`src/rtl/spram_fifo_ctrl.sv`:
```
// Stream FIFO built on one external single-port synchronous RAM plus a registered
// output word; RAM reads take priority over writes, so at most one access per cycle.
module spram_fifo_ctrl #(
    parameter int DATA_WIDTH = 8,
    parameter int ADDR_WIDTH = 8
) (
    input  logic                  clk,
    input  logic                  rst,
    input  logic                  in_valid,
    output logic                  in_ready,
    input  logic [DATA_WIDTH-1:0] in_data,
    output logic                  out_valid,
    input  logic                  out_ready,
    output logic [DATA_WIDTH-1:0] out_data,
    output logic                  ram_we,
    output logic                  ram_re,
    output logic [ADDR_WIDTH-1:0] ram_addr,
    output logic [DATA_WIDTH-1:0] ram_wdata,
    input  logic [DATA_WIDTH-1:0] ram_rdata,
    output logic [ADDR_WIDTH:0]   count
);
    // Handshake: a word moves on a side only in a cycle where valid && ready are both 1
    // at the rising edge; in_ready depends on registered state and rst only.

    localparam int DEPTH = 2 ** ADDR_WIDTH;
    localparam logic [ADDR_WIDTH:0]   CNT_FULL = (ADDR_WIDTH + 1)'(DEPTH);
    localparam logic [ADDR_WIDTH:0]   CNT_ONE  = (ADDR_WIDTH + 1)'(1);
    localparam logic [ADDR_WIDTH-1:0] PTR_ONE  = ADDR_WIDTH'(1);

    logic [ADDR_WIDTH-1:0] wr_ptr;
    logic [ADDR_WIDTH-1:0] rd_ptr;
    logic [ADDR_WIDTH:0]   ram_cnt;
    logic                  rd_pending;
    logic                  rd_req;
    logic                  wr_fire;

    // A read is only launched when the output register and the read pipe are both free,
    // so the returning word always has a place to land.
    assign rd_req    = (ram_cnt != '0) && !out_valid && !rd_pending;
    assign in_ready  = !rst && (ram_cnt != CNT_FULL) && !rd_req;
    assign wr_fire   = in_valid && in_ready;

    assign ram_re    = rd_req && !rst;
    assign ram_we    = wr_fire;
    assign ram_addr  = ram_re ? rd_ptr : wr_ptr;
    assign ram_wdata = in_data;

    assign count = ram_cnt
                 + (ADDR_WIDTH + 1)'(rd_pending)
                 + (ADDR_WIDTH + 1)'(out_valid);

    always_ff @(posedge clk) begin
        if (rst) begin
            wr_ptr     <= '0;
            rd_ptr     <= '0;
            ram_cnt    <= '0;
            rd_pending <= 1'b0;
            out_valid  <= 1'b0;
            out_data   <= '0;
        end else begin
            rd_pending <= rd_req;
            if (rd_req) begin
                rd_ptr  <= rd_ptr + PTR_ONE;
                ram_cnt <= ram_cnt - CNT_ONE;
            end else if (wr_fire) begin
                wr_ptr  <= wr_ptr + PTR_ONE;
                ram_cnt <= ram_cnt + CNT_ONE;
            end
            // rd_pending implies out_valid is 0, so loading never overwrites a held word.
            if (rd_pending) begin
                out_data  <= ram_rdata;
                out_valid <= 1'b1;
            end else if (out_valid && out_ready) begin
                out_valid <= 1'b0;
            end
        end
    end

endmodule

```
`config.mk`:
```
export PLATFORM = sky130hd
export DESIGN_NAME = spram_fifo_ctrl
export DESIGN_NICKNAME = d
export VERILOG_FILES = /design/src/rtl/spram_fifo_ctrl.sv
export SDC_FILE = /design/constraint.sdc
export NUM_CORES = 1
export LEC_CHECK = 0
export ABC_AREA = 1
export BUFFER_PORTS_ARGS = -buffer_cell sky130_fd_sc_hd__buf_2
export CAP_MARGIN = 10
export CORE_MARGIN = 2
export CORE_UTILIZATION = 30
export DETAILED_ROUTE_END_ITERATION = 16
export SETUP_SLACK_MARGIN = 0.02
export SLEW_MARGIN = 5
export SYNTH_ARGS = -nofsm -noshare
export SYNTH_HDL_FRONTEND = slang
export SYNTH_SLANG_ARGS = --single-unit
```
`constraint.sdc`:
```
create_clock -name clk -period 2.15 [get_ports clk]
set_clock_uncertainty 0.1 [all_clocks]
set_input_delay 0.215 -clock clk [delete_from_list [all_inputs] [get_ports clk]]
set_output_delay 0.215 -clock clk [all_outputs]
set_load 0.01 [all_outputs]
```
== Word level (Yosys, flattened, before mapping) ==
Cells that the tools add are included.
Widths: inputs -> output; s select.

* Logic and storage cells: 34
* Output and inout bits: 37
* Bits in registers: 35

* Add/sub/neg operators: 6
* Multiplexer cells: 5
* Reduce and logical (&&, ||, !) cells: 15
* Bitwise gates (word level): 1
* Equal/unequal tests: 1

{| class="wikitable"
|+ Operator list
! operator !! count
|-
| $add 9x1->9 || 2
|-
| $mux 9 || 2
|-
| $add 8x1->8 const B || 2
|-
| $add 9x1->9 const B || 1
|-
| $ne 9x9->1 const B || 1
|-
| $reduce_bool 9->1 || 1
|-
| $sub 9x1->9 const B || 1
|-
| $mux 8 || 1
|-
| $logic_and 1x1->1 || 7
|-
| $logic_not 1->1 || 4
|-
| $reduce_bool 2->1 || 2
|-
| $mux 1 || 2
|-
| $reduce_and 2->1 || 1
|-
| $not 1->1 || 1
|}

== Logic depth before layout (Yosys ltp) ==
Gate-level depths: netlist (run 1).

* Word-level depth: 8
* Gate-level depth with buffers: 17
* Mapped depth without buffers: 17

== Worst setup path after synthesis (run 1) ==
OpenSTA, ideal clock, no wires.

* Kind: register to output
* From: register rd_pending
* To: output count[8]
* Stages on the path, launching flop included: 11
* Data required time: 1835 ps
* Arrival time: 2020 ps
* Slack: -185 ps
* Buffers on the path: 2
* Cell sequence: dfxtp_1 -> buf_2 -> inv_1 -> clkbuf_1 -> fa_1 -> inv_1 -> ha_1 -> nand2_1 -> nor3b_1 -> nand3_1 -> xor2_1

* Word-level cells in the longest chain between the ends: 2

{| class="wikitable"
|+ RTL lines
! what !! RTL line !! text
|-
| start, declared || 33 || <nowiki>logic rd_pending;</nowiki>
|-
| start signal, assigned || 61 || <nowiki>rd_pending <= rd_req;</nowiki>
|-
| $add 9x1->9 || 49 || <nowiki>+ (ADDR_WIDTH + 1)'(rd_pending)</nowiki>
|-
| $add 9x1->9 || 50 || <nowiki>+ (ADDR_WIDTH + 1)'(out_valid);</nowiki>
|-
| end, declared || 20 || <nowiki>output logic [ADDR_WIDTH:0] count</nowiki>
|}

No other way between the ends.

== Worst setup path after layout (run 1) ==
* From: register ram_cnt[0]
* To: output count[8]

* Word-level cells in the longest chain between the ends: 2

{| class="wikitable"
|+ RTL lines
! what !! RTL line !! text
|-
| start, declared || 32 || <nowiki>logic [ADDR_WIDTH:0] ram_cnt;</nowiki>
|-
| start signal, assigned || 64 || <nowiki>ram_cnt <= ram_cnt - CNT_ONE;</nowiki>
|-
| start signal, assigned || 67 || <nowiki>ram_cnt <= ram_cnt + CNT_ONE;</nowiki>
|-
| $add 9x1->9 || 49 ||
|-
| $add 9x1->9 || 50 ||
|}

No other way between the ends.

==> impl_metrics.tcl, run 1 <==
set metrics [dict create \
    globalRouteTotalUtil_pct 14.0 \
    syn-num-nets 343 \
    die_h_um 89.9 \
    slew_violations 0 \
    grt_first_pass_wirelength_mm 9.36 \
    setup-tns-final_ns -0.544 \
    synth_edf_count 0 \
    achievable-frequency_ghz 0.433 \
    dieWidth_um 89.9 \
    crit-reg2reg-launch "ram_cnt[0]" \
    detailedRoute.firstPassIterationCount 4 \
    die_area_um2 8080 \
    layout-area-overhead-vs-synth_pct 41.3 \
    post_synthesis_cell_count 311 \
    syn-cell-area_um2 2210 \
    fp-row-count 31 \
    p_leak_uw 0.00147 \
    io_pins 57 \
    ctsHtreeMaxLevel 2 \
    critPathKind "reg2out" \
    crit_path_max_incr_delay_ns 0.35 \
    globalRoute.totalOverflow 0 \
    grt_setup_unrepaired "true" \
    antenna_found_initial 0 \
    switching_share_pct 44.5 \
    seq_power_share_pct 19.6 \
    hold_crit_class "in2reg" \
    cp.required_ns 1.84 \
    worstPathMaxFanout 2 \
    route.final.wire_length_mm 5.83 \
    cts_sinks 35 \
    antenna_cells 0 \
    timing.final.setup_violations 8 \
    clock_tree.buffer_depth 2 \
    total_power_of_the_final_layout_uw 4550 \
    post_route_cells_drive_above_1_share_pct 37.0 \
    placer_congestion_estimate 0.816 \
    multi_input_comb_area_um2 1510 \
    failed_checks "negative setup slack" \
    synth_sequential_area_ratio_pct 31.7 \
    grt_start_max_net_pins 20 \
    cp_slowest_cell "sky130_fd_sc_hd__fa_2" \
    final-seq-area_um2 703 \
    asyncSetResetFlopFracSynth_pct 0 \
    cp_cell_sequence "inv_1 -> fa_2 -> inv_2 -> ha_4 -> nand2_4 -> nor3b_2 -> nand3_1 -> xor2_2 -> buf_2" \
    yosysUniqueCellTypes 34 \
    layout.filler_cells 762 \
    dominantRegCellSynth "sky130_fd_sc_hd__dfxtp_1" \
    cts_tree "yes" \
    worst_slew_pin_slew_ns 0.398 \
    dr_total_vias 2220 \
    comb_power_share_pct 69.8 \
    root_buffer "sky130_fd_sc_hd__clkbuf_8" \
    core-area_um2 7210 \
    drt_first_iter_violations 78 \
    outcome "finished, violations left" \
    layout_setup_ws_ns -0.158 \
    hold_viol_final 0 \
    finalCritPeriodShare_pct 107 \
    drc 0 \
    detailedPlacementHpwl_mm 3.94 \
    grt_pass1_vias 2043 \
    port_buffers 40 \
    route.detailed.wl_per_inst_um 12.0 \
    ir_drop_mv 0.544 \
    cap_viol_max_count 0 \
    drt-vias-per-instance 4.55 \
    min-delay-start "ram_rdata[3]" \
    timing.critical_path.from "ram_cnt[0]" \
    fin_nets 420 \
    post-place-cells 460 \
    clk_pin_slew_worst_paths_ns 0.07 \
    critPathArrivalTime_ns 1.99 \
    synthesis.area_per_instance_um2 7.11 \
    clock_latency_ns 0.30 \
    synthesis.yosys.warnings 0 \
    worstSetupStartpointType "register" \
    p_per_area_nw_per_um2 1450 \
    pwr-share-clk_pct 10.7 \
    end_kind "output port" \
    cts_inserted_buffers 5 \
    initial_core_util_pct 30.7 \
    period_minus_slack_ns 2.31 \
    power.internal_uw 2520 \
    power.switching_uw 2020 \
    finalNonFillerCells 488 \
    seq_cells_post_synth 35 \
    timing.max_slew.rel_slack_pct 73.4 \
    ant_nets 0 \
]
==> critical path, delay by kind of cell (launching register included) <==
family	cells	cell delay [ns]
adders and majority gates	2	0.50
xor gates and xnor gates	1	0.16
DFF	1	0.34
buffers and inverters	3	0.30
and+or+nand+nor	3	0.40
==> cells in the mapped netlist (all sizes together) (2+ instances only) <==
cell     n  area share [%]
xnor2    5             2.0
fa       2             1.8
xor2    15             5.9
dfxtp   35              32
nand4    2            0.57
nor3     5             1.1
clkbuf   4            0.68
nor2    41             8.0
ha      10             5.7
o21bai   2            0.68
a21oi   23             5.2
nand2   71              13
nand3   16             4.2
nor3b    2            0.68
o21ai   27             6.8
buf     14             4.8
inv     31             5.3
==> routing by layer <==
metal | share of wire, % | up-vias | global-route usage [%] | routed length (um)
li1 | - | 1145 | - | -
met1 | 46 | 1020 | 18.0 | 2670
met2 | 49 | 44 | 23.4 | 2840
met3 | 3.2 | 11 | 2.85 | 187
met4 | 2.2 | 0 | 5.13 | 129
met5 | 0 | - | 0 | 0
==> cell type report <==
| type | instances | share of cell area [%] |
|---|---|---|
| Clock buffer | 6 | 2.32 |
| Clock inverter | 2 | 0.400 |
| Inverter | 32 | 4.16 |
| Multi-Input combinational cell | 227 | 48.2 |
| Sequential cell | 35 | 22.5 |
| Tap cell | 99 | 3.96 |
| Timing Repair Buffer | 87 | 18.5 |
==> power groups by stage <==
stage               sequential (uW)  clock (uW)  combinational [uW]
CTS                             889         495                2750
floorplan                       964           0                1620
global placement                894           0                2400
detailed placement              897           0                2420
global route                    910         524                3460
finish                          890         485                3170
==> final timing paths <==
path                 endpoint  slack, ns  cells past startpoint
setup / recovery     count[8]      -0.16                      9
hold / removal    out_data[3]       0.04                      3
setup reg to reg   ram_cnt[4]      -0.07                     15
hold reg to reg     wr_ptr[7]       0.36                      2
==> placed cells by master, fill, tap and decap left out, types with 6 or more instances in the layout <==
cell                      count
sky130_fd_sc_hd__nand2_1     61
sky130_fd_sc_hd__buf_4       44
sky130_fd_sc_hd__buf_2       39
sky130_fd_sc_hd__nor2_1      34
sky130_fd_sc_hd__dfxtp_1     33
sky130_fd_sc_hd__inv_1       28
sky130_fd_sc_hd__a21oi_1     20
sky130_fd_sc_hd__xor2_1      14
sky130_fd_sc_hd__o21ai_0     14
sky130_fd_sc_hd__nand3_1     13
sky130_fd_sc_hd__o21ai_1      8
sky130_fd_sc_hd__nand2_2      7
sky130_fd_sc_hd__ha_4         7
sky130_fd_sc_hd__nor2_4       6
==> metrics by stage <==
| stage | instance area [um2] | setup WS (ns) | hold WS [ns] | util, % |
|---|---|---|---|---|
| 3_5_place_dp | 2670 | -0.0762 | 0.308 | 37.0 |
| 3_3_place_gp | 2670 | -0.0779 | 0.309 | 37.0 |
| 6_report | 3130 | -0.158 | 0.0445 | 43.3 |
| 4_1_cts | 2940 | -0.160 | 0.0406 | 40.7 |
| 2_1_floorplan | 2270 | -0.00853 | 0.219 | - |
| 5_1_grt | 3130 | -0.223 | 0.0604 | 43.3 |
==> what timing repair did <==
item,4_1_cts,5_1_grt
pin swaps,13,24
hold buffers,1,0
endpoints found under the hold margin,1,0
endpoints found under the setup margin,19,22
setup buffers,4,14
gates resized for setup,33,22
cloned,1,0
==> flip-flops by register name (all words and copies together) (netlist names) <==
register and cells:
rd_ptr 8, wr_ptr 8, ram_cnt 9, out_valid 1, rd_pending 1, out_data 8
==> kinds of logic (layout without fill, tap and decap cells) <==
kind of cell	count (synthesis)	count (layout)	synth area share, %
and+or+nand+nor	138	139	28.1
DFF	35	35	31.7
adders and majority gates	12	12	7.47
buffers and inverters	50	127	10.9
xor gates and xnor gates	20	20	7.92
AOI/OAI and AO/OA	56	56	14.0
Power figures use the tool's default switching activity.
==> run 2, diff against run 1 <==
BUFFER_PORTS_ARGS = not set   (was -buffer_cell sky130_fd_sc_hd__buf_2)
DONT_BUFFER_PORTS = 1   (was not set)
MAX_ROUTING_LAYER = met4   (was not set)
clock period = 2.2 ns   (was 2.15 ns; I/O delays follow)
==> run 2 against run 1 <==
Largest power group unchanged; worst setup slack improved by 0.074 ns; hold slack gained 0.073 ns; clock power decreased by 6.4%; first-iteration DRC count increased by 42%; core utilization shrank 2.5 points; critical path type unchanged; critical path depth is 1 lower; the run still ends with negative setup slack left; wire length decreased by 4.7%; count of clock-buffer cells in the layout down 1.
==> impl_metrics.tcl, run 2 (synthesis results as in run 1) <==
set metrics [dict create \
    period_minus_slack_ns 2.28 \
    setup-tns-final_ns -0.118 \
    critPathKind "reg2out" \
    crit-reg2reg-launch "ram_cnt[0]" \
    clock_tree.buffer_depth 2 \
    timing.rr.end "ram_cnt[8]" \
    route.final.wire_length_mm 5.56 \
    drt-vias-per-instance 4.63 \
    regToRegSetupSlack_ns -0.02 \
    mostFrequentLayoutCells "sky130_fd_sc_hd__nand2_1, sky130_fd_sc_hd__nor2_1, sky130_fd_sc_hd__dfxtp_1" \
    route.detailed.wl_per_inst_um 12.6 \
    cap_viol_max_count 0 \
    worstSetupStartpointType "register" \
    post-place-cells 412 \
    globalRoute.totalOverflow 0 \
    io_pins 57 \
    antenna_cells 0 \
    cp_cell_sequence "inv_2 -> fa_2 -> inv_4 -> ha_4 -> nand2_4 -> nor3b_4 -> nand3_2 -> xor2_2" \
    dieWidth_um 89.9 \
    globalRouteTotalUtil_pct 14.5 \
    ir_drop_mv 0.594 \
    core-area_um2 7210 \
    fin_nets 374 \
    p_leak_uw 0.00128 \
    die_area_um2 8080 \
    failed_checks "negative setup slack" \
    fp-row-count 31 \
    grt_setup_unrepaired "true" \
    slew_violations 0 \
    root_buffer "sky130_fd_sc_hd__clkbuf_8" \
    finalNonFillerCells 442 \
    port_buffers 0 \
    worst_reg2reg_path_depth 19 \
    post_route_cells_drive_above_1_share_pct 28.6 \
    drt_first_iter_violations 111 \
    placer_congestion_estimate 0.871 \
    achievable-frequency_ghz 0.438 \
    p_per_area_nw_per_um2 1450 \
    dr_total_vias 2046 \
    hold_crit_class "in2reg" \
    grt_pass1_vias 2025 \
    cts_tree "yes" \
    timing.final.setup_violations 3 \
    die_h_um 89.9 \
    antenna_found_initial 0 \
    cts_inserted_buffers 5 \
    ctsHtreeMaxLevel 2 \
    layout_setup_ws_ns -0.0833 \
    cts_sinks 35 \
    worst_slew_pin_slew_ns 0.693 \
    end_kind "output port" \
    initial_core_util_pct 30.7 \
    cp.required_ns 1.88 \
    cp_slowest_cell "sky130_fd_sc_hd__fa_2" \
    clk_pin_slew_worst_paths_ns 0.07 \
    grt_first_pass_wirelength_mm 9.43 \
    detailedPlacementHpwl_mm 3.69 \
    outcome "finished, violations left" \
    ant_nets 0 \
    clock_latency_ns 0.29 \
    timing.max_slew.rel_slack_pct 53.7 \
    layout_commonest_cell "sky130_fd_sc_hd__nand2_1" \
    grt_start_max_net_pins 22 \
    detailedRoute.firstPassIterationCount 4 \
    largest_reg_flops 9 \
    hold_viol_final 0 \
    finalCritPeriodShare_pct 104 \
    drc 0 \
    dp_worst_setup_slack_ns -0.0442 \
    timing.critical_path.to "count[8]" \
    critPathArrivalTime_ns 1.96 \
    worstPathMaxFanout 3 \
    layout-area-overhead-vs-synth_pct 33.3 \
    layout.filler_cells 719 \
    timing.critical_path.from "ram_cnt[0]" \
    crit_path_max_incr_delay_ns 0.39 \
    largest-register "ram_cnt" \
]
## run 2: worst max-delay path, delay by kind of cell (launching register included)
kind	cells	cell delay, ns
adder cells (fa/ha/maj)	2	0.53
flip-flops	1	0.36
AND/OR/NAND/NOR	3	0.44
buffers and inverters	2	0.14
XOR/XNOR	1	0.20
## run 2: what timing repair did
item,in CTS,in global routing
cloned,2,0
gates resized for setup,39,29
setup endpoints to repair,13,18
setup buffers,7,3
hold endpoints to repair,24,0
pin swaps,19,16
hold buffers,10,0
## run 2: layout make-up
| type | count | area [um2] | area share [%] |
|---|---|---|---|
| sequential | 35 | 706 | 23.9 |
| clock buffer | 5 | 68.8 | 2.33 |
| multi-input combinational | 227 | 1550 | 52.4 |
| inverter | 32 | 136 | 4.63 |
| clock inverter | 3 | 15.0 | 0.509 |
| tap | 99 | 124 | 4.20 |
| timing repair buffer | 40 | 342 | 11.6 |
| timing repair inverter | 1 | 11.3 | 0.382 |
## run 2: power breakdown
part | switching (uW) | leakage (uW) | total [uW] | internal (uW)
clock | 238 | 0.0000477 | 454 | 217
combinational | 1620 | 0.000942 | 2920 | 1300
sequential | 112 | 0.000288 | 900 | 788
total | 1970 | 0.00128 | 4270 | 2300
## run 2: per-layer routing
layer	vias to the layer above	global-route usage, %	wire length (um)
li1	1054	-	-
met1	929	17.7	2540
met2	53	23.6	2670
met3	10	3.02	225
met4	0	5.64	125
met5	-	-	0
## run 2: worst min-delay path by stage
| stage | from | endpoint | slack, ns | cells past startpoint |
|---|---|---|---|---|
| after floorplan | out_ready | out_valid | 0.22 | 1 |
| after global placement | rst | rd_ptr[4] | 0.19 | 1 |
| after detailed placement | rst | rd_ptr[6] | 0.20 | 1 |
| after CTS | in_valid | wr_ptr[0] | 0.11 | 2 |
| after global routing | in_valid | wr_ptr[1] | 0.13 | 2 |
| final | in_valid | wr_ptr[0] | 0.12 | 2 |
## run 2: metrics by stage
step           area, um2  hold slack, ns  utilization [%]  power (uW)
3_3_place_gp        2380           0.193             33.0        2920
3_5_place_dp        2380           0.196             33.0        2960
6_report            2950           0.117             40.9        4270
2_1_floorplan       2230           0.224                -        2440
5_1_grt             2950           0.129             40.9        4620
4_1_cts             2790           0.110             38.7        3900
==> run 3, diff against run 2 <==
REMOVE_ABC_BUFFERS = 1   (was not set)
==> run 3 against run 2 <==
The flow still finishes with violations (negative setup slack); clock power grew 4.8%; count of clock-buffer cells in the layout rose by 1; cell area is 2.0% higher; wire length is 7.6% higher; combinational power about the same; hold slack got worse by 0.042 ns; register-to-register slack better by 0.12 ns; worst setup slack improved by 0.019 ns; non-clock buffer count is 15 higher; global-route usage increased by 0.16 points; critical path type unchanged.
==> impl_metrics.tcl, run 3 (synthesis results as in run 1) <==
set metrics [dict create \
    outcome "finished, violations left" \
    failed_checks "negative setup slack" \
    dieWidth_um 89.9 \
    clock_latency_ns 0.29 \
    detailedRoute.firstPassIterationCount 4 \
    grt_start_max_net_pins 22 \
    power.internal_uw 2350 \
    port_buffers 0 \
    crit_path_max_incr_delay_ns 0.38 \
    initial_core_util_pct 30.7 \
    ir_drop_mv 0.566 \
    regToRegSetupSlack_ns 0.10 \
    die_h_um 89.9 \
    route.final.wire_length_mm 5.98 \
    drt-vias-per-instance 4.71 \
    drc 0 \
    comb_power_share_pct 67.5 \
    total_power_of_the_final_layout_uw 4300 \
    ant_nets 0 \
    fin_nets 388 \
    hold_end "ram_cnt[8]" \
    route.detailed.wl_per_inst_um 13.1 \
    hold_viol_final 0 \
    die_area_um2 8080 \
    layout-area-overhead-vs-synth_pct 36.0 \
    timing.max_slew.rel_slack_pct 68.1 \
    globalRouteTotalUtil_pct 14.7 \
    detailed_place.area_um2 2430 \
    period_minus_slack_ns 2.26 \
    cts_inserted_buffers 5 \
    cts_sinks 35 \
    finalCritPeriodShare_pct 103 \
    antenna_found_initial 0 \
    cp_top_family "adder cells" \
    slew_violations 0 \
    power.switching_uw 1950 \
    pwr-share-clk_pct 11.1 \
    critPathArrivalTime_ns 1.94 \
    timing.final.setup_violations 2 \
    cp_common_cell "sky130_fd_sc_hd__inv_2" \
    worstPathMaxFanout 2 \
    post_route_cells_drive_above_1_share_pct 27.2 \
    layout_commonest_cell "sky130_fd_sc_hd__nand2_1" \
    seq_power_share_pct 21.4 \
    clk_pin_slew_worst_paths_ns 0.08 \
    min-delay-start "in_valid" \
    cap_viol_max_count 0 \
    critPathKind "reg2out" \
    detailedPlacementHpwl_mm 3.84 \
    achievable-frequency_ghz 0.442 \
    dr_total_vias 2148 \
    globalRoute.totalOverflow 0 \
    cp.required_ns 1.88 \
    layout_setup_ws_ns -0.0644 \
    worst_hold_path.num_cells 3 \
    p_leak_uw 0.00132 \
    post-place-cells 421 \
    hold_slack_ns 0.0748 \
    worst_slew_pin_slew_ns 0.477 \
    hold_crit_class "in2reg" \
    worstSetupStartpointType "register" \
    largest-register "ram_cnt" \
    path_buf_inv 2 \
    worst_reg2reg_path_depth 15 \
    ctsHtreeMaxLevel 2 \
    core-area_um2 7210 \
    p_per_area_nw_per_um2 1430 \
    finish.utilization_pct 41.7 \
    drt_first_iter_violations 108 \
    io_pins 57 \
    antenna_cells 0 \
    cts_tree "yes" \
    fp-row-count 31 \
    root_buffer "sky130_fd_sc_hd__clkbuf_8" \
    grt_pass1_vias 2040 \
    clock_tree.buffer_depth 2 \
    design_area_um2 3010 \
    switching_share_pct 45.3 \
    grt_first_pass_wirelength_mm 9.51 \
    timing.rr.end "ram_cnt[8]" \
    largest_reg_flops 9 \
    placer_congestion_estimate 0.860 \
    finalNonFillerCells 456 \
    cp_cell_sequence "inv_2 -> fa_2 -> inv_2 -> ha_4 -> nand2_4 -> nor3b_4 -> nand3_2 -> xor2_2" \
    cp_slowest_cell "sky130_fd_sc_hd__fa_2" \
    mostFrequentLayoutCells "sky130_fd_sc_hd__nand2_1, sky130_fd_sc_hd__buf_4, sky130_fd_sc_hd__nor2_1" \
    crit-reg2reg-launch "ram_cnt[3]" \
    grt_setup_unrepaired "true" \
    end_kind "output port" \
]
run 3: worst max-delay path by stage:
| stage | startpoint | to | cells after the start |
|---|---|---|---|
| 2_1_floorplan | rd_pending | count[8] | 8 |
| 3_3_place_gp | ram_cnt[6] | ram_cnt[6] | 14 |
| 3_5_place_dp | ram_cnt[6] | ram_cnt[5] | 14 |
| 4_1_cts | ram_cnt[6] | ram_cnt[8] | 16 |
| 5_1_grt | rd_pending | count[8] | 8 |
| 6_report | rd_pending | count[8] | 8 |
run 3: worst reg2reg max path, cell delays in order, from the launching register on:
cell                      delay (ns)
sky130_fd_sc_hd__dfxtp_1        0.32
sky130_fd_sc_hd__nor2_1         0.13
sky130_fd_sc_hd__nand2_2        0.08
sky130_fd_sc_hd__nor2_4         0.13
sky130_fd_sc_hd__nand2_4        0.08
sky130_fd_sc_hd__nand2_8        0.08
sky130_fd_sc_hd__inv_8          0.06
sky130_fd_sc_hd__fa_2           0.40
sky130_fd_sc_hd__nand3_2        0.09
sky130_fd_sc_hd__nand2_4        0.06
sky130_fd_sc_hd__a21oi_2        0.15
sky130_fd_sc_hd__inv_1          0.06
sky130_fd_sc_hd__nand2_1        0.06
sky130_fd_sc_hd__nand2_1        0.04
sky130_fd_sc_hd__nand2_1        0.08
sky130_fd_sc_hd__a21oi_2        0.05
run 3: cell type report:
class	instances	area, um2
Clock buffer	6	72.6
Clock inverter	2	12.5
Fill cell	736	4210
Inverter	32	129
Multi-Input combinational cell	227	1510
Sequential cell	35	708
Tap cell	99	124
Timing Repair Buffer	55	453
run 3: power by group through the flow:
| stage | sequential (uW) | clock, uW | combinational (uW) |
|---|---|---|---|
| after CTS | 901 | 492 | 2410 |
| final | 919 | 476 | 2900 |
| after global placement | 908 | 0 | 2160 |
| after floorplan | 944 | 0 | 1400 |
| after detailed placement | 908 | 0 | 2200 |
| after global routing | 936 | 516 | 3190 |
run 3: routing by layer:
metal | routed length, um | vias up | global-route usage (%)
met5 | 0 | - | -
met4 | 83 | 0 | 3.72
met3 | 229 | 7 | 2.93
met2 | 3010 | 49 | 25.2
met1 | 2660 | 1010 | 17.7
li1 | - | 1082 | -
run 3: through the flow:
step	setup slack, ns	setup TNS [ns]
after floorplan	-0.0823	-0.173
after global placement	0.000604	0
after detailed placement	-0.0214	-0.0570
after CTS	0.00663	0
after global routing	-0.136	-0.430
final	-0.0644	-0.119
run 3: what timing repair did:
item	in CTS	in global routing
setup endpoints to repair	13	17
buffers inserted	2	8
gates resized for setup	27	34
pin swaps	3	21
cloned	0	1
hold buffers	15	1
endpoints found under the hold margin	24	9
